### src/rtl/fetch_memory_unit.sv
// Instruction fetch unit: a small user-loadable memory plus a fetch FSM that hands opcodes downstream.
// Optional breakpoint-to-halt logic is compiled in by defining FETCH_BREAKPOINT_EN.
module fetch_memory_unit #(
    parameter int                DATA_W      = 8,
    parameter int                ADDR_W      = 4,
    parameter logic [DATA_W-1:0] HALT_OPCODE = 8'hFF
) (
    input  logic              clk,
    input  logic              reset,
    input  logic              op,
    input  logic [DATA_W-1:0] data_in,
    input  logic [ADDR_W-1:0] user_address,
    input  logic              write_memory,
    input  logic              opcode_ready,
    input  logic              bp_enable,
    input  logic [ADDR_W-1:0] bp_address,
    output logic [DATA_W-1:0] opcode,
    output logic              opcode_valid,
    output logic [ADDR_W-1:0] pc,
    output logic              memory_enable,
    output logic              opcode_reg_load,
    output logic              halted,
    output logic              bp_hit
);

    localparam int DEPTH = 1 << ADDR_W;

    typedef enum logic [2:0] {
        S_IDLE  = 3'd0,
        S_FETCH = 3'd1,
        S_LOAD  = 3'd2,
        S_VALID = 3'd3,
        S_HALT  = 3'd4
    } state_t;

    state_t            state_q;
    logic [ADDR_W-1:0] pc_q;
    logic [DATA_W-1:0] opcode_q;
    logic [DATA_W-1:0] mem_words [DEPTH];
    logic [DATA_W-1:0] mem_rd;
    logic              user_wr;

    // Writes are only honoured in load mode; run mode owns the memory.
    assign user_wr = write_memory & ~op;

    // The memory must clear on reset, so each word is its own register.
    for (genvar gi = 0; gi < DEPTH; gi++) begin : g_mem
        logic [DATA_W-1:0] word_q;

        always_ff @(posedge clk or negedge reset) begin
            if (!reset) begin
                word_q <= '0;
            end else if (user_wr && (user_address == ADDR_W'(gi))) begin
                word_q <= data_in;
            end
        end

        assign mem_words[gi] = word_q;
    end

    assign mem_rd = mem_words[pc_q];

`ifdef FETCH_BREAKPOINT_EN
    logic bp_hit_q;
`else
    logic unused_bp;
    assign unused_bp = bp_enable ^ (^bp_address);
`endif

    always_ff @(posedge clk or negedge reset) begin
        if (!reset) begin
            state_q  <= S_IDLE;
            pc_q     <= '0;
            opcode_q <= '0;
`ifdef FETCH_BREAKPOINT_EN
            bp_hit_q <= 1'b0;
`endif
        end else if (!op) begin
            // Leaving run mode abandons any pending opcode; opcode itself is kept.
            state_q  <= S_IDLE;
            pc_q     <= '0;
`ifdef FETCH_BREAKPOINT_EN
            bp_hit_q <= 1'b0;
`endif
        end else begin
            case (state_q)
                S_IDLE: begin
                    state_q <= S_FETCH;
                end
                S_FETCH: begin
`ifdef FETCH_BREAKPOINT_EN
                    if (bp_enable && (pc_q == bp_address)) begin
                        state_q  <= S_HALT;
                        bp_hit_q <= 1'b1;
                    end else begin
                        state_q <= S_LOAD;
                    end
`else
                    state_q <= S_LOAD;
`endif
                end
                S_LOAD: begin
                    opcode_q <= mem_rd;
                    pc_q     <= pc_q + 1'b1;
                    state_q  <= (mem_rd == HALT_OPCODE) ? S_HALT : S_VALID;
                end
                S_VALID: begin
                    if (opcode_ready) begin
                        state_q <= S_FETCH;
                    end
                end
                S_HALT: begin
                    state_q <= S_HALT;
                end
                default: begin
                    state_q <= S_IDLE;
                end
            endcase
        end
    end

    assign opcode          = opcode_q;
    assign pc              = pc_q;
    assign memory_enable   = (state_q == S_FETCH);
    assign opcode_reg_load = (state_q == S_LOAD);
    assign opcode_valid    = (state_q == S_VALID);
    assign halted          = (state_q == S_HALT);
`ifdef FETCH_BREAKPOINT_EN
    assign bp_hit          = bp_hit_q;
`else
    assign bp_hit          = 1'b0;
`endif

endmodule
### config.mk
export PLATFORM = sky130hd
export DESIGN_NAME = fetch_memory_unit
export DESIGN_NICKNAME = d
export VERILOG_FILES = /design/src/rtl/fetch_memory_unit.sv
export SDC_FILE = /design/constraint.sdc
export NUM_CORES = 1
export LEC_CHECK = 0
export CORE_ASPECT_RATIO = 1.1
export CORE_MARGIN = 2
export CORE_UTILIZATION = 51
export DETAILED_ROUTE_END_ITERATION = 8
export PLACE_DENSITY = 0.81
export SYNTH_ARGS = -nofsm -noshare
export SYNTH_HDL_FRONTEND = slang
export SYNTH_SLANG_ARGS = --single-unit
### constraint.sdc
create_clock -name clk -period 4.83 [get_ports clk]
set_clock_uncertainty 0.2 [all_clocks]
set_input_delay 0.7245 -clock clk [delete_from_list [all_inputs] [get_ports clk]]
set_output_delay 0.7245 -clock clk [all_outputs]
set_load 0.005 [all_outputs]
======== After elaboration in Yosys (flattened, before gate mapping) ========
Cells that the tools add are included.
storage, ports and cells
  ROM bits ................................ 0
  bits in latches ......................... 0
  RAM bits ................................ 0
  register bits ........................... 143
  memories ................................ 0
  word-level logic and storage cells ...... 74
  output and inout bits ................... 17
cells by class
  order comparisons ....................... 1
  multiplexer cells ....................... 9
  add/sub/neg operators ................... 1
  bitwise logic cells ..................... 3
  equality and inequality tests ........... 22
  div/mod/pow operators ................... 0
  shift operators ......................... 0
  reduce and logical (&&, ||, !) cells .... 19
  multiply operators ...................... 0
operators by type and width
  operator                                                                 count
  8-bit binary-select mux with 4-bit select                                1
  4-bit equality test, second input constant                               8
  4-bit by 3-bit equality test with 1-bit output, second input constant    4
  1-bit logical AND                                                        16
  8-bit 2-to-1 mux                                                         2
  3-bit case mux with 5 select lines                                       1
  3-bit 2-to-1 mux                                                         3
  4-bit by 2-bit equality test with 1-bit output, second input constant    2
  8-bit equality test, second input constant                               1
  4-bit 2-to-1 mux                                                         2
  3-bit by 2-bit equality test with 1-bit output, second input constant    2
  5-bit greater-or-equal comparator, second input constant                 1
  4-bit NOT with 5-bit output                                              1
  4-bit by 1-bit adder with 4-bit output, second input constant            1
  4-bit by 1-bit equality test with 1-bit output, second input constant    1
  4-bit zero test                                                          1
  3-bit by 1-bit equality test with 1-bit output, second input constant    1
  3-bit equality test, second input constant                               1
  3-bit zero test                                                          1
  3-bit inequality test, second input constant                             1
  2-bit by 1-bit inequality test with 1-bit output, second input constant  1
  2-bit AND reduction                                                      1
  1-bit bitwise AND                                                        1
  1-bit NOT                                                                1

======== Longest topological paths before layout ========
Gate-level depths: netlist of run 1.
  depth after elaboration ................. 8
  gate-level depth with buffers ........... 8
  mapped depth without buffers ............ 6

======== Worst setup path after synthesis of run 1 ========
Ideal clock, no wire load.
  path kind ............................... input -> register
  from .................................... input port op
  to ...................................... register g_mem[11].word_q[0]
  cell stages on the path ................. 5
  data arrival time ....................... 2.030 ns
  data required time ...................... 4.505 ns
  setup slack ............................. 2.475 ns
  library setup time ...................... 0.125 ns
  path through ............................ clkbuf_1 > nor2b_1 > nand3_1 > nor3b_2 > mux2_2
on the way
  longest elaborated chain between the ends .. 3
ends and longest elaborated chain
  element               line  RTL
  start, declared       10    input logic op,
  1-bit NOT             44    assign user_wr = write_memory & ~op;
  1-bit bitwise AND     44
  1-bit logical AND     53    end else if (user_wr && (user_address == ADDR_W'(gi))) begin
  end signal, assigned  54    word_q <= data_in;
  end, declared         48    logic [DATA_W-1:0] word_q;
Every way passes these cells.
A chain may end at the register's enable or synchronous reset.

======== Worst setup path after layout of run 1 ========
  from .................................... register pc_q[0], in the netlist pc[0]
  to ...................................... output port pc[0]
RTL lines
  element                 line  RTL
  start, declared         37    logic [ADDR_W-1:0] pc_q;
  start signal, assigned  104   pc_q <= pc_q + 1'b1;
  end, declared           19    output logic [ADDR_W-1:0] pc,
No word-level cell between the ends.

==> impl_metrics.ini, run 1 <==
[status]
status = completed

[synth]
synth_flop_cell = dfrtp_1
syn_nets = 445
ys_seq_area_frac = 0.545
avgSynthCellArea_sq_um = 15.6
syn_inst = 422
ys_warn_count = 0
syn_area_sq_um = 6570
postSynth.asyncResetShare = 1.00
synth_edf_count = 0
yosysUniqueCellTypes = 36
ys_ff_latch = 143

[route]
drc_errors = 0
drtIter0Drc = 224
vias = 3816
first_pass_iters = 5
ant_nets = 0
wl_microns = 14000
routed_via_density = 6.14
wl_per_cell_microns = 22.5

[layout]
multi_input_area_sq_um = 2840
instances_no_fill = 621
area_growth_pct = 16.7
diodes = 0
fill_cells = 891
register_area_sq_um = 3580
drive_gt1_frac = 0.405
final_nets = 475

[cts]
cts.clk_slew.worst_paths_ns = 0.06
clock_sinks = 143
cts_buffer_depth = 2
htree_levels = 4
cts_resized = 0
insertion_delay_ns = 0.41
cts_setup_buffers = 0
numCtsBuffers = 17
cts.hold.buffers_added = 0
root_buffer = clkbuf_16
cts_tree = done

[grt]
antenna_found_initial = 0
grt_pass1_vias = 4074
grt_max_degree = 107
overflow = 0
grt_pass1_wl_microns = 22400
grt_use_total = 0.216

[setup_path]
cp.arrival_ns = 2.09
worst_ep_required_time_ns = 3.91
r2r-start = pc[0]
crit_fanout = 20
critPathCaptureType = output port
crit_start = pc[0]
worst_setup_path_start_kind = flip-flop
crit_type = flip-flop to output port

[pwr]
p_leak_uw = 0.00341
clkPwrFrac = 0.420
p_switching_uw = 798
p_sw_frac = 0.220
p_int_uw = 2830
power_density_nw_per_um2 = 473
seq_power_share = 0.431
irDropWorstVdd_mv = 0.266
combinationalPowerShare = 0.150

[timing]
timing.fmax_mhz = 331
rsz0062_at_grt = no
fin_ws_ns = 1.81
fin_tns_setup_ns = 0
hold_viol_final = 0
relSlewSlack = 0.320
finalCritPeriodShare = 0.625
maxSlewViolCount = 0
setup_viol = 0
max_slew.worst_pin.slew_ns = 1.02
period_needed_ns = 3.02

[hold_path]
hold_path.class = input pin to asynchronous set/reset pin

[die]
pin_count = 39
die_h_microns = 123
dieArea_sq_um = 13800
initial_core_util = 0.522
coreArea_sq_um = 12600
fp.dieW_microns = 112
placementRows = 43

[place]
io_buffers = 32
place_congestion = 0.832
dp_cells = 590
dp_hpwl_microns = 8740
dp_slack_ns = 1.53

[run]
cap_violations = 0
## path summary, 6_finish.rpt
check,endpoint,slack (ns),cells past startpoint
worst min register to register,g_mem[8].word_q[2],0.28,1
min in group clk,g_mem[8].word_q[2],0.28,1
max in group asynchronous,pc[2],3.13,2
worst max register to register,state_q[2],1.90,7
worst min-delay path,g_mem[11].word_q[7],0.24,1
worst max-delay path,pc[0],1.81,2
## cell type report
cell class              instances  share of cell area
inverters                       3             0.00147
well taps                     157              0.0256
clock inverters                10              0.0303
flip-flops and latches        143               0.467
multi-input cells             251               0.370
clock buffers                  21              0.0600
repair buffers                 36              0.0458
## logic make-up after synthesis
family / after synthesis / share of synthesized area
mux: 169 / 0.355
flops: 143 / 0.545
simple gates: 57 / 0.0482
buf+inv: 28 / 0.0238
compound gates: 20 / 0.0219
xor+xnor: 3 / 0.00400
fa+ha+maj: 1 / 0.00190
other cells: 1 / 0.000571
## critical path: stages (launching register included)
cell and delay (ns):
dfrtp_2 0.81, buf_4 0.34, clkdlybuf4s50_1 0.53
## cells in the final DEF (no fill, tap or decap), types with 2 or more instances in the layout
| cell type | Yosys | layout |
|---|---|---|
| a22oi_1 | 16 | 16 |
| and2_1 | 4 | 4 |
| and3_1 | 2 | 2 |
| buf_4 | 1 | 4 |
| bufinv_16 | 0 | 7 |
| clkbuf_1 | 10 | 2 |
| clkbuf_16 | 0 | 17 |
| clkbuf_8 | 0 | 2 |
| clkdlybuf4s50_1 | 0 | 31 |
| clkinvlp_4 | 0 | 3 |
| dfrtp_1 | 143 | 142 |
| inv_1 | 3 | 3 |
| mux2_1 | 2 | 2 |
| mux2_2 | 134 | 134 |
| mux4_1 | 19 | 19 |
| mux4_2 | 13 | 13 |
| nand2_1 | 22 | 22 |
| nand4_1 | 6 | 6 |
| nor2_1 | 4 | 4 |
| nor2b_1 | 7 | 7 |
| nor3_1 | 4 | 4 |
| nor3b_2 | 2 | 2 |
| xnor2_1 | 2 | 2 |
## synthesized netlist by cell type (all sizes together), types with 2 or more instances
library cell	count	share of area
mux2	136	0.23
nor3	5	0.0046
dfrtp	143	0.54
and2	4	0.0038
nand4	6	0.0057
and3	2	0.0019
nor2	5	0.0032
nor3b	2	0.0038
a22oi	16	0.018
nor2b	7	0.0067
clkbuf	10	0.0057
buf	15	0.016
o21ai	2	0.0015
nand2	22	0.013
xnor2	2	0.0027
mux4	32	0.12
inv	3	0.0017
## sequential cells by signal, summed over array words and instances, names as in the netlist
signal        flops
state_q           3
pc                4
opcode            8
g_mem.word_q    128
## per-stage QoR
step	hold WS, ns	power [uW]	utilization	cell area, sq um
6_report	0.239	3630	0.609	7670
5_1_grt	0.309	3770	0.609	7670
4_1_cts	0.277	3650	0.609	7670
3_5_place_dp	0.276	2120	0.554	6980
3_3_place_gp	0.268	2070	0.554	6980
2_1_floorplan	0.229	1920	-	6570
## power groups by stage
| stage | Clock [uW] | Combinational [uW] | Sequential [uW] |
|---|---|---|---|
| after CTS | 1540 | 549 | 1560 |
| after global routing | 1590 | 589 | 1590 |
| after global placement | 0 | 519 | 1560 |
| final | 1520 | 544 | 1560 |
| after floorplan | 0 | 386 | 1530 |
| after detailed placement | 0 | 544 | 1580 |
## routing by layer
metal,wire [microns],share of wire,track usage
met1,5660,0.40,0.268
met2,7390,0.53,0.363
met3,533,0.038,0.0451
met4,416,0.030,0.112
met5,0,0,0
(Power assumes the default switching activity.)
==> run 2, diff against run 1 <==
- clock period: 4.83 -> 3 ns (I/O delays scaled with it)
==> impl_metrics.ini, run 2 (synthesis gave the netlist of run 1 again) <==
[pwr]
seq_power_share = 0.471
irDropWorstVdd_mv = 0.452
power_density_nw_per_um2 = 696
p_switching_uw = 1240
p_leak_uw = 0.00342
clkPwrFrac = 0.361
combinationalPowerShare = 0.168
p_int_uw = 4070
p_sw_frac = 0.234

[die]
coreArea_sq_um = 12600
dieArea_sq_um = 13800
placementRows = 43
pin_count = 39
fp.dieW_microns = 112
initial_core_util = 0.522
die_h_microns = 123

[status]
status = completed

[layout]
register_area_sq_um = 3580
diodes = 0
layout_common_cells = dfrtp_1 (142), mux2_2 (134), clkdlybuf4s50_1 (31), nand2_1 (22), mux4_1 (19)
fill_cells = 897
final_nets = 487
fin_area_sq_um = 7630
area_growth_pct = 16.1
multi_input_area_sq_um = 2840
top_register = g_mem.word_q
final_common_cell = dfrtp_1
largest_reg_flops = 128
drive_gt1_frac = 0.417

[hold_path]
whs_endpoint = g_mem[8].word_q[7]
hold_depth = 1
hp-start = g_mem[8].word_q[7]
hold_path.class = flip-flop to flip-flop

[run]
cap_violations = 0

[route]
wl_per_cell_microns = 21.7
ant_nets = 0
first_pass_iters = 4
drtIter0Drc = 202
vias = 3800
routed_via_density = 6.01
drc_errors = 0
wl_microns = 13700

[setup_path]
cp.arrival_ns = 1.79
path_cells = inv_1 > nor3_2 > buf_4 > clkdlybuf4s50_1
worst_setup_path_start_kind = flip-flop
r2r-start = pc[0]
timing.rr.end = state_q[2]
worst_ep_required_time_ns = 2.35
slowest_stage = clkdlybuf4s50_1
critPathMaxStageDelay_ns = 0.50
r2r_setup_slack_ns = 0.57
reg2reg_depth = 7
critPathCaptureType = output port
crit_type = flip-flop to output port
crit_fanout = 6

[place]
place_congestion = 0.802
dp_hpwl_microns = 8660
post_dp_cell_area_sq_um = 7080
io_buffers = 32

[cts]
cts_resized = 0
cts.clk_slew.worst_paths_ns = 0.05
htree_levels = 4
cts_tree = done
root_buffer = clkbuf_16
cts_buffer_depth = 2
insertion_delay_ns = 0.41
clock_sinks = 143
numCtsBuffers = 17
cts_setup_buffers = 0

[grt]
grt_max_degree = 87
antenna_found_initial = 0
overflow = 0
grt_pass1_wl_microns = 22300
grt_use_total = 0.217
grt_pass1_vias = 4164

[timing]
finalCritPeriodShare = 0.812
rsz0062_at_grt = no
setup_viol = 0
timing.fmax_mhz = 410
hold_viol_final = 0
relSlewSlack = 0.486
fin_tns_setup_ns = 0
maxSlewViolCount = 0
max_slew.worst_pin.slew_ns = 0.771
period_needed_ns = 2.44
[run 2: changes by cell type in the layout (fill, tap and decap cells not counted), sizes merged]
cell         previous run  this run
clkinv                  0         7
clkinvlp                3         0
dlygate4sd3             0         1
clkbuf                 21        22
buf                     5        16
bufinv                  7         1
[run 2: worst max-delay path by stage]
stage,end,start,slack (ns),cells after the start
floorplan,g_mem[11].word_q[0],op,0.92,5
global placement,g_mem[14].word_q[6],write_memory,0.33,6
detailed placement,g_mem[4].word_q[7],op,0.32,5
CTS,state_q[2],pc[0],0.54,7
global route,state_q[2],pc[0],0.46,7
finish,opcode_reg_load,state_q[1],0.56,4
[run 2: per-stage QoR]
step / utilization / instances / hold WS [ns] / setup WS (ns) / power, uW
after floorplan: - / 422 / -0.0456 / 0.919 / 3090
after global placement: 0.563 / 601 / 0.266 / 0.328 / 3350
after detailed placement: 0.563 / 601 / 0.280 / 0.324 / 3420
after CTS: 0.606 / 632 / 0.293 / 0.536 / 5350
after global routing: 0.606 / 632 / 0.313 / 0.459 / 5560
final: 0.606 / 632 / 0.287 / 0.564 / 5310
[run 2: repair_timing]
action / in CTS / in global routing
hold endpoints to repair: 83 / 0
hold buffers: 1 / 0
setup endpoints to repair: 0 / 0
[run 2: worst max-delay path, delay by kind of cell (launching register included)]
family                 cells  cell delay (ns)
buffers and inverters      3             0.77
flip-flops                 1             0.42
AND/OR/NAND/NOR            1             0.17
[run 2: area by class of cell]
type,count,area share
clock buffers,22,0.0621
inverters,3,0.00148
flip-flops and latches,143,0.469
multi-input cells,251,0.372
repair buffers,48,0.0615
clock inverters,8,0.00852
well taps,157,0.0257
[run 2: layer usage]
| layer | GRT usage | wire length (microns) |
|---|---|---|
| met5 | 0 | 0 |
| met4 | 0.107 | 397 |
| met3 | 0.0564 | 690 |
| met2 | 0.360 | 6940 |
| met1 | 0.267 | 5680 |
[run 2: power by group through the flow]
stage / sequential, uW / clock, uW / combinational, uW
floorplan: 2470 / 0 / 622
global placement: 2490 / 0 / 861
global route: 2540 / 2040 / 973
finish: 2500 / 1920 / 892
CTS: 2500 / 1950 / 905
detailed placement: 2530 / 0 / 896
==> run 3, diff against run 2 <==
- PLACE_DENSITY: 0.81 -> 0.84
- clock period: 3 -> 2.1 ns (I/O delays scaled with it)
==> impl_metrics.ini, run 3 (synthesis gave the netlist of run 1 again) <==
[layout]
area_growth_pct = 26.0
final_nets = 519
fill_cells = 785
utilization = 0.658
largest_reg_flops = 128
instances_no_fill = 666
final_common_cell = dfrtp_1
layout_common_cells = dfrtp_1 (142), mux2_2 (134), mux4_2 (25), clkdlybuf4s50_1 (25), buf_4 (22)
multi_input_area_sq_um = 2890
drive_gt1_frac = 0.528
fin_area_sq_um = 8280
diodes = 0
top_register = g_mem.word_q
register_area_sq_um = 3580

[timing]
holdWs_ns = 0.236
maxSlewViolCount = 0
timing.fmax_mhz = 457
rsz0062_at_grt = yes
finalCritPeriodShare = 1.04
relSlewSlack = 0.553
fin_ws_ns = -0.0887
setup_viol = 11
period_needed_ns = 2.19
hold_viol_final = 0
max_slew.worst_pin.slew_ns = 0.669

[pwr]
seq_power_share = 0.433
clkPwrFrac = 0.390
irDropWorstVdd_mv = 0.736
p_leak_uw = 0.00370
p_switching_uw = 1970
combinationalPowerShare = 0.176
p_int_uw = 6340
p_sw_frac = 0.237
power_density_nw_per_um2 = 1000

[route]
routed_via_density = 6.09
drtIter0Drc = 384
first_pass_iters = 4
drc_errors = 0
wl_per_cell_microns = 23.4
vias = 4054
ant_nets = 0
wl_microns = 15600

[place]
place_congestion = 0.791
post_dp_cell_area_sq_um = 7490
io_buffers = 32
dp_hpwl_microns = 9610
dp_cells = 628
dp_slack_ns = -0.185

[setup_path]
worst_setup_path_start_kind = flip-flop
r2r_setup_slack_ns = -0.09
worst_ep_required_time_ns = 2.24
crit_fanout = 8
cp.arrival_ns = 2.33
critPathMaxStageDelay_ns = 0.53
critPathCaptureType = flip-flop
path_cells = buf_8 > buf_8 > mux4_2 > a22oi_2 > nand2_2 > nand4_1 > nor2_1 > a31oi_1
reg2reg_depth = 8
crit_type = flip-flop to flip-flop
r2r-start = pc[0]
slowest_stage = mux4_2
timing.rr.end = state_q[0]
critPathMostFrequentCell = buf_8

[status]
status = finished with violations
violations = setup timing

[cts]
cts_buffer_depth = 2
htree_levels = 4
clock_sinks = 143
cts_tree = done
numCtsBuffers = 17
insertion_delay_ns = 0.41
cts.clk_slew.worst_paths_ns = 0.06
root_buffer = clkbuf_16

[grt]
grt_use_met2 = 0.418
grt_pass1_wl_microns = 24900
met1_usage = 0.297
grt_max_degree = 54
use_met3 = 0.0485
grt_pass1_vias = 4520
top_usage_layer = met2
antenna_found_initial = 0
overflow = 0
grt_use_total = 0.240

[die]
pin_count = 39
dieArea_sq_um = 13800
placementRows = 43
initial_core_util = 0.522
coreArea_sq_um = 12600
die_h_microns = 123
fp.dieW_microns = 112

[hold_path]
hold_path.class = input pin to asynchronous set/reset pin

[run]
cap_violations = 0
run 3: cell count changes in the layout (fill, tap and decap cells not counted), sizes merged:
| cell | change |
|---|---|
| dlymetal6s2s | +1 |
| inv | +1 |
| bufinv | +2 |
| clkbuf | +3 |
| dlygate4sd2 | +5 |
| clkdlybuf4s50 | -6 |
| clkinv | -5 |
| clkinvlp | +1 |
| buf | +32 |
run 3: how the worst max path moves through the flow:
stage,start,end,slack (ns),cells past startpoint
finish,pc[0],state_q[0],-0.09,8
global placement,pc[0],state_q[2],-0.16,7
floorplan,pc[0],opcode[6],0.06,6
global route,pc[0],state_q[0],-0.19,8
CTS,pc[0],state_q[2],-0.11,9
detailed placement,pc[0],state_q[2],-0.19,7
run 3: timing repair:
| action | CTS | global route |
|---|---|---|
| endpoints found under the hold margin | 49 | 0 |
| hold buffers | 1 | 0 |
| pin swaps | 14 | 7 |
| gates resized for setup | 40 | 18 |
| setup buffers | 5 | 1 |
| gates cloned | 1 | 0 |
| endpoints found under the setup margin | 16 | 12 |
run 3: area by class of cell:
class                           count  area share
Clock buffer                       25      0.0647
Clock inverter                      7      0.0145
Inverter                            3     0.00136
Multi-Input combinational cell    251       0.349
Sequential cell                   143       0.432
Tap cell                          157      0.0237
Timing Repair Buffer               80       0.114
run 3: worst max-delay path, delay by kind of cell (launching register included):
family / cells / cell delay, ns
DFF: 1 / 0.41
muxes: 1 / 0.53
and+or+nand+nor: 3 / 0.31
buffers and inverters: 2 / 0.30
AOI/OAI and AO/OA: 2 / 0.35
run 3: power groups by stage:
stage | clock network (uW) | logic [uW] | registers, uW
floorplan | 0 | 889 | 3520
global placement | 0 | 1270 | 3550
detailed placement | 0 | 1340 | 3620
CTS | 3280 | 1450 | 3580
global route | 3410 | 1570 | 3660
finish | 3240 | 1470 | 3600
run 3: per-stage QoR:
stage          power [uW]  setup TNS (ns)
2_1_floorplan        4410               0
3_3_place_gp         4830          -12.68
3_5_place_dp         4960          -14.61
4_1_cts              8310          -0.651
5_1_grt              8640           -1.21
6_report             8310          -0.473
run 3: per-layer routing:
metal | vias up | part of all wire
met2 | 134 | 0.51
li1 | 1729 | -
met4 | 0 | 0.033
met5 | - | 0
met3 | 43 | 0.053
met1 | 2148 | 0.41
